==> src/rtl/matrix_cmd_decoder.sv <==
// -----------------------------------------------------------------------------
// matrix_cmd_decoder
//   Front-end of the matrix execution unit. Accepts 32-bit matrix instruction
//   words, decodes them into commands (op, register indices, address) and
//   queues them in a small registered FIFO for the executor. Illegal words are
//   consumed, dropped and counted.
//
// Ports
//   clk, rst          rising-edge clock, synchronous active-high reset
//   flush             empties the command queue (illegal count is kept)
//   instr_valid/ready instruction stream in, instr_data = {op,rd,rs1,rs2,addr}
//   cmd_valid/ready   command stream out (head of the queue)
//   cmd_op/rd/rs1/rs2/addr  decoded head command (zero while queue empty)
//   queue_count       entries currently held
//   illegal_count     saturating count of dropped instructions
//   illegal_pulse     one-cycle pulse the cycle after a drop
// -----------------------------------------------------------------------------
module matrix_cmd_decoder #(
   parameter int FIFO_DEPTH = 4,
   parameter int NUM_MREGS  = 8,
   parameter int ADDR_W     = 14
) (
   input  logic                          clk,
   input  logic                          rst,
   input  logic                          flush,
   input  logic                          instr_valid,
   output logic                          instr_ready,
   input  logic [31:0]                   instr_data,
   output logic                          cmd_valid,
   input  logic                          cmd_ready,
   output logic [2:0]                    cmd_op,
   output logic [4:0]                    cmd_rd,
   output logic [4:0]                    cmd_rs1,
   output logic [4:0]                    cmd_rs2,
   output logic [ADDR_W-1:0]             cmd_addr,
   output logic [$clog2(FIFO_DEPTH):0]   queue_count,
   output logic [7:0]                    illegal_count,
   output logic                          illegal_pulse
);

   localparam int PTR_W = $clog2(FIFO_DEPTH);
   localparam int CNT_W = PTR_W + 1;
   localparam logic [5:0] NREG = 6'(NUM_MREGS);

   typedef enum logic [2:0] {
      MATRIX_NONE      = 3'd0,
      MATRIX_LOAD      = 3'd1,
      MATRIX_STORE     = 3'd2,
      MATRIX_MULTIPLY  = 3'd3,
      MATRIX_ADD       = 3'd4,
      MATRIX_SUBTRACT  = 3'd5,
      MATRIX_TRANSPOSE = 3'd6,
      MATRIX_UNDEF     = 3'd7
   } matrix_op_t;

   typedef struct packed {
      matrix_op_t          op;
      logic [4:0]          rd;
      logic [4:0]          rs1;
      logic [4:0]          rs2;
      logic [ADDR_W-1:0]   addr;
   } cmd_t;

   // ---------------------------------------------------------------- decode
   matrix_op_t   w_op;
   logic [4:0]   w_rd, w_rs1, w_rs2;
   logic         w_rd_ok, w_rs1_ok, w_rs2_ok;
   logic         w_illegal;
   cmd_t         w_dec;

   assign w_op     = matrix_op_t'(instr_data[31:29]);
   assign w_rd     = instr_data[28:24];
   assign w_rs1    = instr_data[23:19];
   assign w_rs2    = instr_data[18:14];
   assign w_rd_ok  = {1'b0, w_rd}  < NREG;
   assign w_rs1_ok = {1'b0, w_rs1} < NREG;
   assign w_rs2_ok = {1'b0, w_rs2} < NREG;

   // Fields an op does not use are forced to zero so the executor never sees
   // stale register indices or addresses.
   always_comb begin
      w_dec     = '0;
      w_illegal = 1'b1;
      case (w_op)
         MATRIX_LOAD: begin
            w_dec.op   = MATRIX_LOAD;
            w_dec.rd   = w_rd;
            w_dec.addr = instr_data[ADDR_W-1:0];
            w_illegal  = !w_rd_ok;
         end
         MATRIX_STORE: begin
            w_dec.op   = MATRIX_STORE;
            w_dec.rs1  = w_rs1;
            w_dec.addr = instr_data[ADDR_W-1:0];
            w_illegal  = !w_rs1_ok;
         end
         MATRIX_MULTIPLY, MATRIX_ADD, MATRIX_SUBTRACT: begin
            w_dec.op   = w_op;
            w_dec.rd   = w_rd;
            w_dec.rs1  = w_rs1;
            w_dec.rs2  = w_rs2;
            w_illegal  = !(w_rd_ok && w_rs1_ok && w_rs2_ok);
         end
         MATRIX_TRANSPOSE: begin
            w_dec.op   = MATRIX_TRANSPOSE;
            w_dec.rd   = w_rd;
            w_dec.rs1  = w_rs1;
            w_illegal  = !(w_rd_ok && w_rs1_ok);
         end
         default: begin
            w_dec     = '0;
            w_illegal = 1'b1;
         end
      endcase
   end

   // ---------------------------------------------------------------- fifo
   cmd_t              r_mem [FIFO_DEPTH];
   logic [PTR_W-1:0]  r_wptr, r_rptr;
   logic [CNT_W-1:0]  r_count;
   logic [7:0]        r_illegal_count;
   logic              r_illegal_pulse;

   logic  w_full, w_accept, w_push, w_pop;
   cmd_t  w_head;

   assign w_full      = (r_count == CNT_W'(FIFO_DEPTH));
   // Ready is a pure function of state and flush; no bypass when full.
   assign instr_ready = !w_full && !flush && !rst;
   assign w_accept    = instr_valid && instr_ready;
   assign w_push      = w_accept && !w_illegal;
   assign cmd_valid   = (r_count != '0);
   assign w_pop       = cmd_valid && cmd_ready;

   always_ff @(posedge clk) begin
      if (rst) begin
         r_wptr          <= '0;
         r_rptr          <= '0;
         r_count         <= '0;
         r_illegal_count <= '0;
         r_illegal_pulse <= 1'b0;
      end else begin
         r_illegal_pulse <= w_accept && w_illegal;
         if (w_accept && w_illegal && (r_illegal_count != 8'hFF))
            r_illegal_count <= r_illegal_count + 8'd1;

         // A pop in the flush cycle is acknowledged on the bus but the queue
         // is emptied regardless.
         if (flush) begin
            r_wptr  <= '0;
            r_rptr  <= '0;
            r_count <= '0;
         end else begin
            if (w_push) r_wptr <= r_wptr + 1'b1;
            if (w_pop)  r_rptr <= r_rptr + 1'b1;
            if (w_push && !w_pop)      r_count <= r_count + 1'b1;
            else if (!w_push && w_pop) r_count <= r_count - 1'b1;
         end
      end
   end

   // Storage needs no reset: contents are only visible while count != 0.
   always_ff @(posedge clk) begin
      if (w_push) r_mem[r_wptr] <= w_dec;
   end

   assign w_head = r_mem[r_rptr];

   // Outputs read zero while empty so reset/flush leave every output at 0.
   assign cmd_op        = cmd_valid ? w_head.op   : MATRIX_NONE;
   assign cmd_rd        = cmd_valid ? w_head.rd   : '0;
   assign cmd_rs1       = cmd_valid ? w_head.rs1  : '0;
   assign cmd_rs2       = cmd_valid ? w_head.rs2  : '0;
   assign cmd_addr      = cmd_valid ? w_head.addr : '0;
   assign queue_count   = r_count;
   assign illegal_count = r_illegal_count;
   assign illegal_pulse = r_illegal_pulse;

endmodule

==> config.mk <==
export PLATFORM = sky130hd
export DESIGN_NAME = matrix_cmd_decoder
export DESIGN_NICKNAME = d
export VERILOG_FILES = /design/src/rtl/matrix_cmd_decoder.sv
export SDC_FILE = /design/constraint.sdc
export NUM_CORES = 1
export LEC_CHECK = 0
export BUFFER_PORTS_ARGS = -buffer_cell sky130_fd_sc_hd__buf_2
export CAP_MARGIN = 20
export CORE_UTILIZATION = 60
export CTS_BUF_LIST = sky130_fd_sc_hd__clkbuf_4
export DETAILED_ROUTE_END_ITERATION = 16
export PLACE_DENSITY = 0.89
export SLEW_MARGIN = 20
export SYNTH_ARGS = -nofsm -noshare
export SYNTH_HDL_FRONTEND = slang
export SYNTH_SLANG_ARGS = --single-unit
==> constraint.sdc <==
create_clock -name clk -period 5.84 [get_ports clk]
set_input_delay 1.752 -clock clk [delete_from_list [all_inputs] [get_ports clk]]
set_output_delay 1.752 -clock clk [all_outputs]
set_load 0.05 [all_outputs]
==> metrics.md, run 1 <==
| Metric | Value |
|---|---|
| Status | `complete, no violations` |
| Gr usage total | `23.2%` |
| Synth top area share | `63.5%` |
| Max FO, Critical Path | `10` |
| Fmax | `223 MHz` |
| First-pass GRT wire length | `17,000 µm` |
| Setup violators final | `0` |
| # IOs | `83` |
| Dpl hpwl | `6840 µm` |
| Drt first-iter violations | `206` |
| Post-detailed-routing wire length | `11,200 µm` |
| Largest net degree at the start of global routing | `36` |
| Post-Synthesis Cells | `352` |
| Share of cells above drive strength 1 | `34.3%` |
| Warnings, synthesis | `0` |
| DRC Markers | `0` |
| Number of synthesized flops with an enable pin | `128` |
| Crit path top cell by count | `buf_2` |
| Initial antenna violation count | `1` |
| PwrDens | `280 mW/mm²` |
| First-pass iteration count of the detailed router | `4` |
| Peak VDD IR | `0.000183 V` |
| CTS tree | `built` |
| Ranking of synthesized cells by area | `edfxtp_1, mux4_2, and2_1` |
| Vias in the first global route | `3,292` |
| Clock Skews | `0.0161 ns` |
| Initial Util | `61.9%` |
| DR top layer | `met4` |
| Top FF cell, synth | `edfxtp_1` |
| Max-Cap Viols | `0` |
| Final hold violations | `0` |
| Core Area | `0.00977 mm²` |
| Top-count cell post-synth | `edfxtp_1` |
| Post-CTS Setup Repair Bufs | `0` |
| Clk Latency, worst-skew pair | `0.52 ns` |
| GRT overflow | `0` |
| Final Util | `70.6%` |
| Buffers and inverters on the worst path | `2` |
| RSZ-0062 raised after global routing | `false` |
| Top cell family by delay on the critical path | `buffers and inverters` |
| Met1 Wirelength | `4700 µm` |
| Min-Delay Path Class | `flop to flop` |
| Post-synth top cells | `edfxtp_1, and2_1, mux4_2` |
| Resized cells post-CTS | `0` |
| Fin crit period | `4.49 ns` |
| Die area | `0.0105 mm²` |
| Number of routed nets with antenna violations | `0` |
| CTS Hold Buffers Added | `0` |
| Worst Max-Slew Pin Slew | `0.880 ns` |
| Netlist cell types | `41` |
| Net Count, Synth | `396` |
| Final Hold Slack | `0.501 ns` |
| Post-synth ARST share | `0%` |
| Slowest-stage cell, CP | `or2_1` |
| Slowest stage delay, CP | `0.36 ns` |
| Clock transition at path regs | `0.11 ns` |
| Synth Area per Inst | `17.2 µm²` |
| Area leader, netlist | `edfxtp_1` |
| PortBufs | `82` |
| Critical-path cell list | `buf_2, or2_1, a21oi_1, buf_2` |
| Root buf cell | `clkbuf_4` |
| Routed via count | `3,367` |
| # rows | `36` |
| TNS Setup | `0 ns` |
| Period utilization | `76.9%` |
| Nature of the critical path endpoint | `output pin` |
| Pleak | `2.48 nW` |
| Max clock buf depth | `2` |
| Relative slew slack | `41.3%` |
| H-tree levels | `4` |
| Type of origin of the critical path | `primary input` |
| Metal2 WL | `5730 µm` |
| Critical Path RT | `4.09 ns` |
| Total CTS buffers | `17` |
| Clock sinks | `146` |
| GP Congestion | `0.872` |
| Die Y | `102 µm` |
| Nets | `483` |
| Final Slew Violations | `0` |
| Crit path kind | `primary input to output pin` |
| Critical path arrival | `2.74 ns` |
| Die Width | `102 µm` |
| Seq cells post-synth | `146` |
| Vias/cell | `5.75` |
| Area delta synth->final | `14.1%` |
| Metal3 WL | `603 µm` |
| Post-synthesis sequential area ratio | `69.5%` |
| Drt wl/cell | `19.2 µm` |
| Synth Cell Area | `0.00605 mm²` |
==> power by group <==
part	leakage [nW]	switching [W]	internal (W)
clock	0.176	0.000328	0.000379
combinational	1.00	0.0000593	0.0000285
sequential	1.30	0.00000254	0.00114
total	2.48	0.000390	0.00154
==> through the flow <==
step	area (µm²)	instances	power (W)	setup slack, ns
5_1_grt	6900	586	0.00198	1.18
2_1_floorplan	6050	352	0.00122	1.11
3_5_place_dp	6570	553	0.00125	1.36
3_3_place_gp	6570	553	0.00124	1.40
4_1_cts	6900	585	0.00194	1.29
6_report	6900	586	0.00193	1.35
==> state kept, by name (all words and copies together), names as in the netlist, named ones only <==
register	count
illegal_count	8
illegal_pulse	1
r_rptr	2
queue_count	3
r_mem	128
r_wptr	2
==> cell families (layout without fill, tap and decap cells) <==
family	Yosys count	in the layout	synth area share (%)
AND/OR/NAND/NOR	110	110	10.5
adder cells (fa/ha/maj)	7	7	1.57
XOR/XNOR	6	6	0.868
multiplexers	35	35	12.4
AO/OA/AOI/OAI	25	25	3.37
flip-flops	146	146	69.5
other	0	1	0
buffers and inverters	23	123	1.76
==> cell type report <==
| class | instances | area [µm²] |
|---|---|---|
| Antenna cell | 1 | 2.50 |
| Clock buffer | 18 | 135 |
| Clock inverter | 14 | 193 |
| Fill cell | 634 | 2870 |
| Inverter | 7 | 26.3 |
| Multi-Input combinational cell | 183 | 1750 |
| Sequential cell | 146 | 4210 |
| Tap cell | 133 | 166 |
| Timing Repair Buffer | 84 | 425 |
==> cell usage in the layout (no fill, tap or decap), types with 3 or more instances in the layout <==
master	n
nand3_1	4
buf_2	82
xor2_1	5
edfxtp_1	128
clkinv_1	4
mux4_2	32
inv_1	7
ha_1	6
clkinv_2	4
nor2_1	16
o21ai_0	5
dfxtp_1	17
clkbuf_4	18
mux2i_1	3
nand2_1	4
and3_1	4
bufinv_16	5
a21oi_1	5
and2_1	62
and2_2	4
or3_1	4
==> metal layers <==
layer / track usage (%) / up-vias
li1: - / 1531
met1: 29.8 / 1682
met2: 37.7 / 136
met3: 4.99 / 18
met4: 11.6 / 0
met5: 0 / -
==> worst paths after layout <==
kind                                  startpoint                to  slack (ns)  cells past startpoint
worst min register to register  illegal_count[4]  illegal_count[4]        0.50                      1
worst max register to register    queue_count[2]    queue_count[2]        3.10                      8
worst min-delay path            illegal_count[4]  illegal_count[4]        0.50                      1
worst max-delay path                         rst       instr_ready        1.35                      4
Power figures use the tool's default switching activity.
==> run 2: changes to the inputs <==
ABC_AREA = 1   (was not set)
PLACE_DENSITY = 0.88   (was 0.89)
clock period = 4.2 ns   (was 5.84 ns; I/O delays follow)
==> run 2 against run 1 <==
Worst hold slack lost 0.0063 ns; first-iteration DRC count increased by 98%; routed wire length grew 16%; clock power increased by 21%; area after synthesis increased by 4.4%; synthesized cell count is 76% higher; clock skew decreased by 0.0043 ns; highest routed layer unchanged; via count rose by 36%; critical path depth rose by 1.
==> metrics.md, run 2 <==
| Metric | Value |
|---|---|
| Status | `complete, no violations` |
| Post-detailed-routing wire length | `13,000 µm (+16%)` |
| Met1 Wirelength | `5270 µm (+12%)` |
| Slowest-stage cell, CP | `buf_4` |
| TNS Setup | `0 ns (unchanged)` |
| Clk Latency, worst-skew pair | `0.51 ns (about the same)` |
| Setup ws final | `0.562 ns (-0.784 ns)` |
| Clock Skews | `0.0117 ns (-0.00434 ns)` |
| Dpl hpwl | `8010 µm (+17%)` |
| Die area | `0.0109 mm² (+4.3%)` |
| Max-Cap Viols | `0 (unchanged)` |
| H-tree levels | `4 (unchanged)` |
| Nets | `749 (+55%)` |
| Seq cells post-synth | `146 (unchanged)` |
| PwrDens | `369 mW/mm² (+32%)` |
| Most common cell after layout, fill and taps aside | `nor2_1` |
| Post-synth ARST share | `0% (unchanged)` |
| Warnings, synthesis | `0 (unchanged)` |
| Final Power | `0.00264 W (+37%)` |
| Area delta synth->final | `13.4%` |
| Top FF cell, synth | `edfxtp_1` |
| Fill count | `735 (+16%)` |
| Synth top area share | `60.8% (-2.7 points)` |
| Ranking of synthesized cells by area | `edfxtp_1, nor2_1, dfxtp_1` |
| Slowest stage delay, CP | `0.46 ns (+0.10 ns)` |
| Most frequent cells in the layout | `nor2_1, edfxtp_1, buf_2` |
| Pleak | `2.94 nW (+19%)` |
| Relative slew slack | `54.0% (+13 points)` |
| Number of synthesized flops with an enable pin | `128 (unchanged)` |
| Drt wl/cell | `15.2 µm (-20%)` |
| Number of routed nets with antenna violations | `0 (unchanged)` |
| First-pass GRT wire length | `20,600 µm (+21%)` |
| Top-count cell post-synth | `nor2_1` |
| Post-Synthesis Cells | `620 (+76%)` |
| Final hold violations | `0 (unchanged)` |
| # rows | `37 (+2.8%)` |
| Largest net degree at the start of global routing | `65 (+81%)` |
| Post-synthesis sequential area ratio | `66.5% (-2.9 points)` |
| Critical Path RT | `2.94 ns (-1.15 ns)` |
| GP Congestion | `0.851 (-2.4%)` |
| Number of flip-flops in the largest register | `128 (unchanged)` |
| GRT overflow | `0 (unchanged)` |
| Worst Max-Slew Pin Slew | `0.690 ns (-0.191 ns)` |
| Share of cells above drive strength 1 | `19.4% (-15 points)` |
| Post-CTS Setup Repair Bufs | `0 (unchanged)` |
| Peak VDD IR | `0.000184 V (+0.32%)` |
| Area leader, netlist | `edfxtp_1` |
| Clock sinks | `146 (unchanged)` |
| CTS Hold Buffers Added | `0 (unchanged)` |
| Routed via count | `4,584 (+36%)` |
| # IOs | `83 (unchanged)` |
| Initial Util | `61.5% (-0.44 points)` |
| Fmax | `275 MHz` |
| First-pass iteration count of the detailed router | `6 (+2)` |
| Die Y | `105 µm (+2.1%)` |
| Root buf cell | `clkbuf_4` |
| Final Slew Violations | `0 (unchanged)` |
| Nature of the critical path endpoint | `output pin` |
| PortBufs | `82 (unchanged)` |
| Max FO, Critical Path | `44 (+34)` |
| Post-synth top cells | `nor2_1, edfxtp_1, o21ai_0` |
| Metal3 WL | `844 µm (+40%)` |
| RSZ-0062 raised after global routing | `false` |
| DP Worst Slack | `0.624 ns (-0.734 ns)` |
| Gr usage total | `25.1% (+1.9 points)` |
| Clock transition at path regs | `0.11 ns (about the same)` |
| Core Area | `0.0103 mm² (+5.1%)` |
| Crit path kind | `flop to output pin` |
| Vias/cell | `5.37 (-6.6%)` |
| Max clock buf depth | `2 (unchanged)` |
| Largest reg by FF count | `r_mem` |
| Total CTS buffers | `17 (unchanged)` |
| Final Hold Slack | `0.495 ns (-0.00628 ns)` |
| CTS tree | `built` |
| Type of origin of the critical path | `flop` |
| Critical-path cell list | `clkinv_1, buf_4, o21ai_0, a21oi_1, buf_2` |
| Metal2 WL | `6780 µm (+18%)` |
| Initial antenna violation count | `0 (-1)` |
| Die Width | `105 µm (+2.1%)` |
| Drt first-iter violations | `407 (+98%)` |
| Critical path arrival | `2.38 ns (-0.36 ns)` |
| DRC Markers | `0 (unchanged)` |
| Synth Cell Area | `0.00632 mm² (+4.4%)` |
| Netlist cell types | `29 (-29%)` |
| DR top layer | `met4` |
| Setup violators final | `0 (unchanged)` |
| Synth Area per Inst | `10.2 µm² (-41%)` |
| Period utilization | `86.6%` |
| Antenna diodes | `0 (-1)` |
| Min-Delay Path Class | `flop to flop` |
| Net Count, Synth | `664 (+68%)` |
| Fin crit period | `3.64 ns` |
| Vias in the first global route | `4,465 (+36%)` |
| Resized cells post-CTS | `0 (unchanged)` |
run 2: cell type report:
cell class                      instances  area, µm²  area share, %
Sequential cell                       146       4210           58.7
Multi-Input combinational cell        377       1760           24.5
Timing Repair Buffer                   91        478           6.67
Clock buffer                           18        135           1.89
Clock inverter                         14        145           2.03
Tap cell                              136        170           2.37
Inverter                               72        275           3.84
run 2: report_power, final:
group	total (W)	internal [W]	switching, W	leakage (nW)
Clock	0.000859	0.000406	0.000453	0.151
Combinational	0.000194	0.0000485	0.000145	1.49
Sequential	0.00159	0.00158	0.00000437	1.30
Total	0.00264	0.00204	0.000603	2.94
run 2: layer usage:
layer	up-vias	track usage [%]
li1	2224	-
met1	2174	30.7
met2	172	42.9
met3	14	6.43
met4	0	9.26
met5	-	0
run 2: worst max-delay path, delay by kind of cell, from the launching register on:
kind            cells  cell delay (ns)
buf+inv             3             1.15
compound gates      2             0.37
flops               1             0.34
run 2: logic make-up after synthesis:
logic type               after synthesis  share of synthesized area, %
AO/OA/AOI/OAI                        113                          8.95
flip-flops                           146                          66.5
buffers and inverters                 97                          6.20
adder cells (fa/ha/maj)                7                          1.51
AND/OR/NAND/NOR                      256                          16.7
XOR/XNOR                               1                         0.139
run 2: final timing paths:
check	start	end	slack, ns	cells past startpoint
setup / recovery	flop	cmd_rs1[0]	0.56	5
hold / removal	r_rptr[1]	flop	0.49	2
setup reg to reg	queue_count[0]	queue_count[2]	1.71	10
hold reg to reg	r_rptr[1]	flop	0.49	2
run 2: through the flow:
stage | std cells | utilization [%] | instance area, µm²
5_1_grt | 854 | 69.7 | 7170
2_1_floorplan | 620 | - | 6320
4_1_cts | 854 | 69.7 | 7170
6_report | 854 | 69.7 | 7170
3_5_place_dp | 822 | 67.0 | 6890
3_3_place_gp | 822 | 67.0 | 6890
